<file path="src/rtl/sound_pkg.sv">
// Shared types and constants for the sound unit channel logic.
package sound_pkg;

    // Channel-1 sweep controller states.
    typedef enum logic [1:0] {
        IDLE,
        TRIG_CHK,
        CALC,
        RECHECK
    } sweep_state_t;

    localparam logic [10:0] FREQ_MAX = 11'd2047;

    // NR10 field positions.
    localparam int unsigned NR10_PERIOD_HI = 6;
    localparam int unsigned NR10_PERIOD_LO = 4;
    localparam int unsigned NR10_DECREASE  = 3;
    localparam int unsigned NR10_SHIFT_HI  = 2;
    localparam int unsigned NR10_SHIFT_LO  = 0;

    // One bit per frame-sequencer step; a set bit fires that tick on the step.
    localparam logic [7:0] LENGTH_STEPS = 8'b0101_0101;
    localparam logic [7:0] SWEEP_STEPS  = 8'b0100_0100;
    localparam logic [7:0] ENV_STEPS    = 8'b1000_0000;

    // A programmed period of 0 behaves as 8 for the sweep timer reload.
    function automatic logic [3:0] eff_period(input logic [2:0] period);
        return (period == 3'd0) ? 4'd8 : {1'b0, period};
    endfunction

endpackage

</file>
<file path="src/rtl/ch1_sweep_sequencer_if.sv">
// Register-side and tick bus of the channel-1 sweep sequencer.
interface ch1_sweep_sequencer_if;
    logic [7:0]  nr10;
    logic [10:0] freq_in;
    logic        trigger;
    logic [10:0] freq_out;
    logic        freq_we;
    logic        channel_enable;
    logic        length_tick;
    logic        sweep_tick;
    logic        env_tick;
    logic        busy;

    // Register file / APU side.
    modport master (
        output nr10, freq_in, trigger,
        input  freq_out, freq_we, channel_enable, length_tick, sweep_tick, env_tick, busy
    );

    // Sequencer side.
    modport slave (
        input  nr10, freq_in, trigger,
        output freq_out, freq_we, channel_enable, length_tick, sweep_tick, env_tick, busy
    );
endinterface

</file>
<file path="src/rtl/frame_sequencer.sv">
// Divides the system clock to the 512 Hz step rate and decodes tick pulses.
module frame_sequencer
    import sound_pkg::*;
#(
    parameter int unsigned CLK_DIV = 32768
) (
    input  logic clock,
    input  logic reset,
    output logic length_tick,
    output logic sweep_tick,
    output logic env_tick
);

    localparam int unsigned DIV_W = (CLK_DIV > 1) ? $clog2(CLK_DIV) : 1;
    localparam logic [DIV_W-1:0] DIV_LAST = DIV_W'(CLK_DIV - 1);

    logic [DIV_W-1:0] div_q;
    logic [2:0]       step_q;
    logic             terminal;

    assign terminal = (div_q == DIV_LAST);

    // Divider counts 0..CLK_DIV-1; step advances on the terminal count.
    always_ff @(posedge clock) begin
        if (reset) begin
            div_q  <= '0;
            step_q <= 3'd0;
        end else if (terminal) begin
            div_q  <= '0;
            step_q <= step_q + 3'd1;
        end else begin
            div_q  <= div_q + 1'b1;
        end
    end

    // Ticks fire during the terminal-count cycle of the current step.
    assign length_tick = terminal && LENGTH_STEPS[step_q];
    assign sweep_tick  = terminal && SWEEP_STEPS[step_q];
    assign env_tick    = terminal && ENV_STEPS[step_q];

endmodule

</file>
<file path="src/rtl/ch1_sweep_sequencer.sv">
// Channel-1 frame sequencer plus frequency sweep controller.
module ch1_sweep_sequencer
    import sound_pkg::*;
#(
    parameter int unsigned CLK_DIV = 32768
) (
    input  logic                 clock,
    input  logic                 reset,
    ch1_sweep_sequencer_if.slave bus
);

    logic length_tick;
    logic sweep_tick;
    logic env_tick;

    frame_sequencer #(
        .CLK_DIV (CLK_DIV)
    ) u_frame_sequencer (
        .clock       (clock),
        .reset       (reset),
        .length_tick (length_tick),
        .sweep_tick  (sweep_tick),
        .env_tick    (env_tick)
    );

    sweep_state_t state_q;
    logic [3:0]   timer_q;
    logic [10:0]  shadow_q;
    logic         sweep_en_q;
    logic [10:0]  freq_out_q;
    logic         freq_we_q;
    logic         chan_en_q;

    logic [2:0]  period;
    logic [2:0]  shift;
    logic        decrease;
    logic        unused_nr10_msb;
    logic [11:0] shadow_ext;
    logic [11:0] delta;
    logic [11:0] calc;
    logic        overflow;

    assign period          = bus.nr10[NR10_PERIOD_HI:NR10_PERIOD_LO];
    assign shift           = bus.nr10[NR10_SHIFT_HI:NR10_SHIFT_LO];
    assign decrease        = bus.nr10[NR10_DECREASE];
    assign unused_nr10_msb = bus.nr10[7];

    // Single shared adder; always operates on the current shadow register.
    assign shadow_ext = {1'b0, shadow_q};
    assign delta      = shadow_ext >> shift;
    assign calc       = decrease ? (shadow_ext - delta) : (shadow_ext + delta);
    assign overflow   = (calc > {1'b0, FREQ_MAX});

    // Sweep FSM; a trigger pre-empts any in-flight sequence and any same-cycle tick.
    always_ff @(posedge clock) begin
        if (reset) begin
            state_q    <= IDLE;
            timer_q    <= 4'd0;
            shadow_q   <= 11'd0;
            sweep_en_q <= 1'b0;
            freq_out_q <= 11'd0;
            freq_we_q  <= 1'b0;
            chan_en_q  <= 1'b0;
        end else begin
            freq_we_q <= 1'b0;
            if (bus.trigger) begin
                shadow_q   <= bus.freq_in;
                timer_q    <= eff_period(period);
                sweep_en_q <= (period != 3'd0) || (shift != 3'd0);
                chan_en_q  <= 1'b1;
                state_q    <= (shift != 3'd0) ? TRIG_CHK : IDLE;
            end else begin
                case (state_q)
                    IDLE: begin
                        if (sweep_tick && chan_en_q) begin
                            if (timer_q > 4'd1) begin
                                timer_q <= timer_q - 4'd1;
                            end else begin
                                timer_q <= eff_period(period);
                                if (sweep_en_q && (period != 3'd0)) begin
                                    state_q <= CALC;
                                end
                            end
                        end
                    end
                    TRIG_CHK: begin
                        if (overflow) begin
                            chan_en_q <= 1'b0;
                        end
                        state_q <= IDLE;
                    end
                    CALC: begin
                        if (overflow) begin
                            chan_en_q <= 1'b0;
                            state_q   <= IDLE;
                        end else if (shift != 3'd0) begin
                            shadow_q   <= calc[10:0];
                            freq_out_q <= calc[10:0];
                            freq_we_q  <= 1'b1;
                            state_q    <= RECHECK;
                        end else begin
                            state_q <= IDLE;
                        end
                    end
                    RECHECK: begin
                        if (overflow) begin
                            chan_en_q <= 1'b0;
                        end
                        state_q <= IDLE;
                    end
                    default: state_q <= IDLE;
                endcase
            end
        end
    end

    assign bus.freq_out       = freq_out_q;
    assign bus.freq_we        = freq_we_q;
    assign bus.channel_enable = chan_en_q;
    assign bus.length_tick    = length_tick;
    assign bus.sweep_tick     = sweep_tick;
    assign bus.env_tick       = env_tick;
    assign bus.busy           = (state_q != IDLE);

endmodule

</file>
<file path="src/flat_wrapper.sv">
// flat-port wrapper written by rule: the top's interface ports become plain ports
module ch1_sweep_sequencer_flat import sound_pkg::*;
#(
    parameter int unsigned CLK_DIV = 32768
)
  (clock, reset, bus_nr10, bus_freq_in, bus_trigger, bus_freq_out, bus_freq_we, bus_channel_enable, bus_length_tick, bus_sweep_tick, bus_env_tick, bus_busy);
  ch1_sweep_sequencer_if bus_i ();
  input  logic clock;
  input  logic reset;
  input wire logic [$bits(bus_i.nr10)-1:0] bus_nr10;
  input wire logic [$bits(bus_i.freq_in)-1:0] bus_freq_in;
  input wire logic [$bits(bus_i.trigger)-1:0] bus_trigger;
  output wire logic [$bits(bus_i.freq_out)-1:0] bus_freq_out;
  output wire logic [$bits(bus_i.freq_we)-1:0] bus_freq_we;
  output wire logic [$bits(bus_i.channel_enable)-1:0] bus_channel_enable;
  output wire logic [$bits(bus_i.length_tick)-1:0] bus_length_tick;
  output wire logic [$bits(bus_i.sweep_tick)-1:0] bus_sweep_tick;
  output wire logic [$bits(bus_i.env_tick)-1:0] bus_env_tick;
  output wire logic [$bits(bus_i.busy)-1:0] bus_busy;
  assign bus_i.nr10 = bus_nr10;
  assign bus_i.freq_in = bus_freq_in;
  assign bus_i.trigger = bus_trigger;
  assign bus_freq_out = bus_i.freq_out;
  assign bus_freq_we = bus_i.freq_we;
  assign bus_channel_enable = bus_i.channel_enable;
  assign bus_length_tick = bus_i.length_tick;
  assign bus_sweep_tick = bus_i.sweep_tick;
  assign bus_env_tick = bus_i.env_tick;
  assign bus_busy = bus_i.busy;
  ch1_sweep_sequencer #(.CLK_DIV(CLK_DIV)) u_core (.clock(clock), .reset(reset), .bus(bus_i));
endmodule
</file>
<file path="config.mk">
export PLATFORM = sky130hd
export DESIGN_NAME = ch1_sweep_sequencer_flat
export DESIGN_NICKNAME = d
export VERILOG_FILES = /design/src/rtl/sound_pkg.sv /design/src/rtl/ch1_sweep_sequencer_if.sv /design/src/rtl/frame_sequencer.sv /design/src/rtl/ch1_sweep_sequencer.sv /design/src/flat_wrapper.sv
export SDC_FILE = /design/constraint.sdc
export NUM_CORES = 1
export LEC_CHECK = 0
export ABC_AREA = 1
export BUFFER_PORTS_ARGS = -buffer_cell sky130_fd_sc_hd__buf_2
export CAP_MARGIN = 20
export CORE_ASPECT_RATIO = 0.5
export CORE_MARGIN = 3
export CORE_UTILIZATION = 35
export CTS_BUF_LIST = sky130_fd_sc_hd__clkbuf_8
export CTS_CLUSTER_SIZE = 28
export DETAILED_ROUTE_END_ITERATION = 6
export GPL_TIMING_DRIVEN = 0
export SETUP_SLACK_MARGIN = 0.4
export SLEW_MARGIN = 20
export SYNTH_ARGS = -nofsm -noshare
export SYNTH_HDL_FRONTEND = slang
export SYNTH_SLANG_ARGS = --single-unit
</file>
<file path="constraint.sdc">
create_clock -name clock -period 9.4 [get_ports clock]
set_input_delay 0.94 -clock clock [delete_from_list [all_inputs] [get_ports clock]]
set_output_delay 0.94 -clock clock [all_outputs]
set_load 0.01 [all_outputs]
</file>
==> impl_summary.log <==
[metrics] outcome: finished clean
[metrics] floorplan die area: 11800 sq um
[metrics] shortest clock period the worst path allows after layout: roughly 4.2 ns
[metrics] synthesized instance count: 522
[metrics] Slowest cell on crit path: sky130_fd_sc_hd__ha_1
[metrics] type of the worst min-delay path: flip-flop to flip-flop
[metrics] # DRC: 0
[metrics] sequential share of the synthesized area: 0.284
[metrics] RSZ-0062 raised after global routing: no
[metrics] clock network fraction of total power: 0.215
[metrics] Post-Layout Cell Count: 700
[metrics] sequential cell fraction of total power: 0.404
[metrics] layout cells sized above 1: 0.207
[metrics] total number of placement rows: 25
[metrics] delay contributed by the slowest stage of the critical path: 0.34 ns
[metrics] buffers inserted by post-CTS timing repair: 0
[metrics] clock latency on the worst-skew pair: 0.31 ns
[metrics] chip width: 151 um
[metrics] area taken by flip-flops and latches: 1040 sq um
[metrics] post-detail-place hpwl: between 7000 and 8000 um
[metrics] WP buf/inv: 5
[metrics] data required time at the worst endpoint: ~9.6 ns
[metrics] final slew viol count: 0
[metrics] commonest cells after routing, fill and taps aside: sky130_fd_sc_hd__nand2_1, sky130_fd_sc_hd__inv_1, sky130_fd_sc_hd__dfxtp_1
[metrics] Worst Setup Start Kind: primary input
[metrics] Lkg Pwr: 1.92 nW
[metrics] DRC violation total after the first TritonRoute iteration: 179
[metrics] DRT antenna net count: 0
[metrics] Highest Clock Rate: 0.238 GHz
[metrics] number of detailed-routing iterations run before antenna repair: 5
[metrics] max-cap check violation count: 0
[metrics] gr ovfl total: 0
[metrics] starting density of the core: 0.373
[metrics] category of the worst setup path capture point: flip-flop
[metrics] post-route clock skew: around 0.0088 ns
[metrics] ports placed on the boundary: 39
[metrics] Netlist cell types: 42
[metrics] post-route fraction of the period consumed by the critical path: 0.446
[metrics] Synth Area per Inst: 7.02 sq um
[metrics] largest fanout on the critical path: 10
[metrics] headroom to the max-slew limit: 0.540
[metrics] synthesized net count: between 500 and 600
[metrics] Pwr Density: 148 nW/um^2
[metrics] arrival time at the worst endpoint: 4.37 ns
[metrics] internal power: 0.370 mW
[metrics] first-pass GRT wire length: 15400 um
[metrics] via count of the first global-routing pass: 3221
[metrics] overall track demand over capacity in global routing: 0.160
[metrics] combinational power share: 0.382
[metrics] count of cells resized by post-cts repair: 0
[metrics] Vert. Die Dim: a little under 80 um
[metrics] Syn. warnings: 0
[metrics] number of buffers on the longest clock path: 2
[metrics] buffer cell driving the clock tree root: sky130_fd_sc_hd__clkbuf_8
[metrics] dpl cells: between 600 and 700
[metrics] number of antenna violations at the first check in global routing: 0
[metrics] worst voltage drop across the vdd grid: 0.0538 mV
[metrics] category of the most critical setup path: primary input to flip-flop
[metrics] clock tree from TritonCTS: done
[metrics] total area of multi-input combinational cells: ~2200 sq um
[metrics] setup violators final: 0
[metrics] worst slew pin tran: 0.690 ns
[metrics] CP dominant cell by count: sky130_fd_sc_hd__nand3_1
[metrics] total vias in the final route: between 3000 and 4000
[metrics] area grow syn2layout: 11.9%
[metrics] gp weighted congestion: 0.859
[metrics] CTS Hold Buffers Added: 0
[metrics] total count of hold-check failures in the final report: 0
[metrics] commonest non-fill, non-tap cell in the layout: sky130_fd_sc_hd__nand2_1
[metrics] TritonCTS buffer count: 5
[metrics] Filler Cell Count: 1077
[metrics] largest net degree at the start of global routing: 15
[metrics] switching power: 0.235 mW
[metrics] clk sink count: 52
[metrics] setup total negative slack: 0 ns
[metrics] post-synthesis instance area: 3660 sq um
[metrics] Core Footprint: approximately 9800 sq um
[metrics] largest delay contributor family on the critical path: simple AND/OR/NAND/NOR gates
[metrics] Nets: approximately 600
[metrics] H-tree levels: 2
[metrics] routed wirelength normalized by instance count: ~13 um
[metrics] Net Sw Frac: 0.388
[metrics] overall routed net length: 9130 um
[metrics] number of input and output port buffers inserted: 35
[metrics] post-synthesis sequential element count: 52
[metrics] antenna cells: 0
[metrics] post-DR vias/cell: 4.88
[metrics] clock slew at the register clock pins of the worst setup and hold paths: 0.09 ns
[per-stage QoR]
step | instance area [sq um] | utilization | hold WS (ns) | power [mW] | setup WS [ns]
after floorplan | 3660 | - | 0.418 | 0.418 | 5.50
after global placement | 4010 | 0.408 | 0.433 | 0.473 | 4.99
after detailed placement | 4010 | 0.408 | 0.437 | 0.475 | 4.94
after CTS | 4100 | 0.417 | 0.455 | 0.606 | 5.25
after global routing | 4100 | 0.417 | 0.484 | 0.650 | 4.88
final | 4100 | 0.417 | 0.451 | 0.605 | 5.20
[layout make-up]
| cell class | count | area share |
|---|---|---|
| inverters | 64 | 0.0586 |
| clock inverters | 2 | 0.00183 |
| well taps | 135 | 0.0412 |
| plain buffers | 17 | 0.0327 |
| multi-input cells | 389 | 0.549 |
| clock buffers | 6 | 0.0202 |
| repair buffers | 35 | 0.0427 |
| flip-flops and latches | 52 | 0.254 |
[layer usage]
layer  global-route usage  up-vias  routed length, um
met3               0.0213       12                337
met4               0.0425        0                131
li1                     -     1780                  -
met5                    0        -                  0
met1                0.223     1568               4630
met2                0.260       59               4030
[cells in the mapped netlist]
cell type                     n  area share
sky130_fd_sc_hd__nand2_1    111        0.11
sky130_fd_sc_hd__inv_1       56       0.057
sky130_fd_sc_hd__dfxtp_1     52        0.28
sky130_fd_sc_hd__nand3_1     45       0.061
sky130_fd_sc_hd__nor2_1      43       0.044
sky130_fd_sc_hd__a21oi_1     35       0.048
sky130_fd_sc_hd__o21ai_0     27       0.037
sky130_fd_sc_hd__nand2_2     20       0.034
sky130_fd_sc_hd__xor2_1      18       0.043
sky130_fd_sc_hd__ha_1        16       0.055
sky130_fd_sc_hd__a21oi_2     10       0.024
sky130_fd_sc_hd__nand4_2     10       0.034
sky130_fd_sc_hd__xnor2_1      9       0.022
sky130_fd_sc_hd__inv_2        7      0.0072
sky130_fd_sc_hd__nor3_1       7      0.0096
sky130_fd_sc_hd__buf_6        6       0.018
sky130_fd_sc_hd__clkbuf_1     5      0.0051
sky130_fd_sc_hd__nand3_2      5       0.014
sky130_fd_sc_hd__buf_2        4      0.0055
sky130_fd_sc_hd__a21o_1       3      0.0061
sky130_fd_sc_hd__nand2_4      3      0.0092
sky130_fd_sc_hd__nand4_1      3      0.0051
sky130_fd_sc_hd__nor2_2       3      0.0051
sky130_fd_sc_hd__a31oi_1      2      0.0034
sky130_fd_sc_hd__and2_1       2      0.0034
sky130_fd_sc_hd__nor2_4       2      0.0061
sky130_fd_sc_hd__o2111ai_1    2      0.0048
sky130_fd_sc_hd__o21ai_1      2      0.0027
sky130_fd_sc_hd__buf_12       1      0.0055
sky130_fd_sc_hd__buf_4        1      0.0020
sky130_fd_sc_hd__clkinv_1     1      0.0010
sky130_fd_sc_hd__fa_1         1      0.0055
sky130_fd_sc_hd__mux2i_1      1      0.0027
sky130_fd_sc_hd__nand3b_1     1      0.0020
sky130_fd_sc_hd__nor3b_1      1      0.0020
sky130_fd_sc_hd__nor3b_2      1      0.0034
sky130_fd_sc_hd__nor4_1       1      0.0017
sky130_fd_sc_hd__nor4_2       1      0.0034
sky130_fd_sc_hd__o21a_1       1      0.0020
sky130_fd_sc_hd__o21ai_2      1      0.0024
sky130_fd_sc_hd__o31ai_1      1      0.0020
sky130_fd_sc_hd__or2_2        1      0.0017
[power groups by stage]
stage                     logic, mW  clock network, mW  registers [mW]
after floorplan               0.174                  0           0.244
after global placement        0.225                  0           0.249
after detailed placement      0.226                  0           0.249
after CTS                     0.228              0.134           0.244
after global routing          0.260              0.145           0.246
final                         0.231              0.130           0.244
[worst paths after layout]
| check | startpoint | endpoint | slack [ns] | depth (start not counted) |
|---|---|---|---|---|
| setup / recovery | bus_nr10[0] | u_core.bus.freq_out[1] | 5.20 | 26 |
| hold reg to reg | u_core.u_frame_sequencer.div_q[0] | u_core.u_frame_sequencer.div_q[0] | 0.45 | 1 |
| hold / removal | u_core.u_frame_sequencer.div_q[0] | u_core.u_frame_sequencer.div_q[0] | 0.45 | 1 |
| setup reg to reg | u_core.shadow_q[4] | u_core.bus.freq_out[1] | 5.61 | 24 |
[sequential cells by signal, summed over array words and instances (netlist names), named ones only]
register                         count
u_core.u_frame_sequencer.div_q      15
u_core.bus.freq_out                 11
u_core.shadow_q                     11
u_core.timer_q                       4
u_core.u_frame_sequencer.step_q      3
u_core.state_q                       2
u_core.bus.channel_enable            1
u_core.bus.freq_we                   1
u_core.sweep_en_q                    1
[logic make-up (layout without fill, tap and decap cells)]
kind of cell    count (synthesis)  in the layout  share of synthesized area
flops                          52             52                      0.284
buf+inv                        81            124                      0.102
xor+xnor                       27             27                     0.0646
simple gates                  260            260                      0.354
compound gates                 84             84                      0.132
mux                             1              1                    0.00273
fa+ha+maj                      17             17                     0.0601
(Power assumes the default switching activity.)
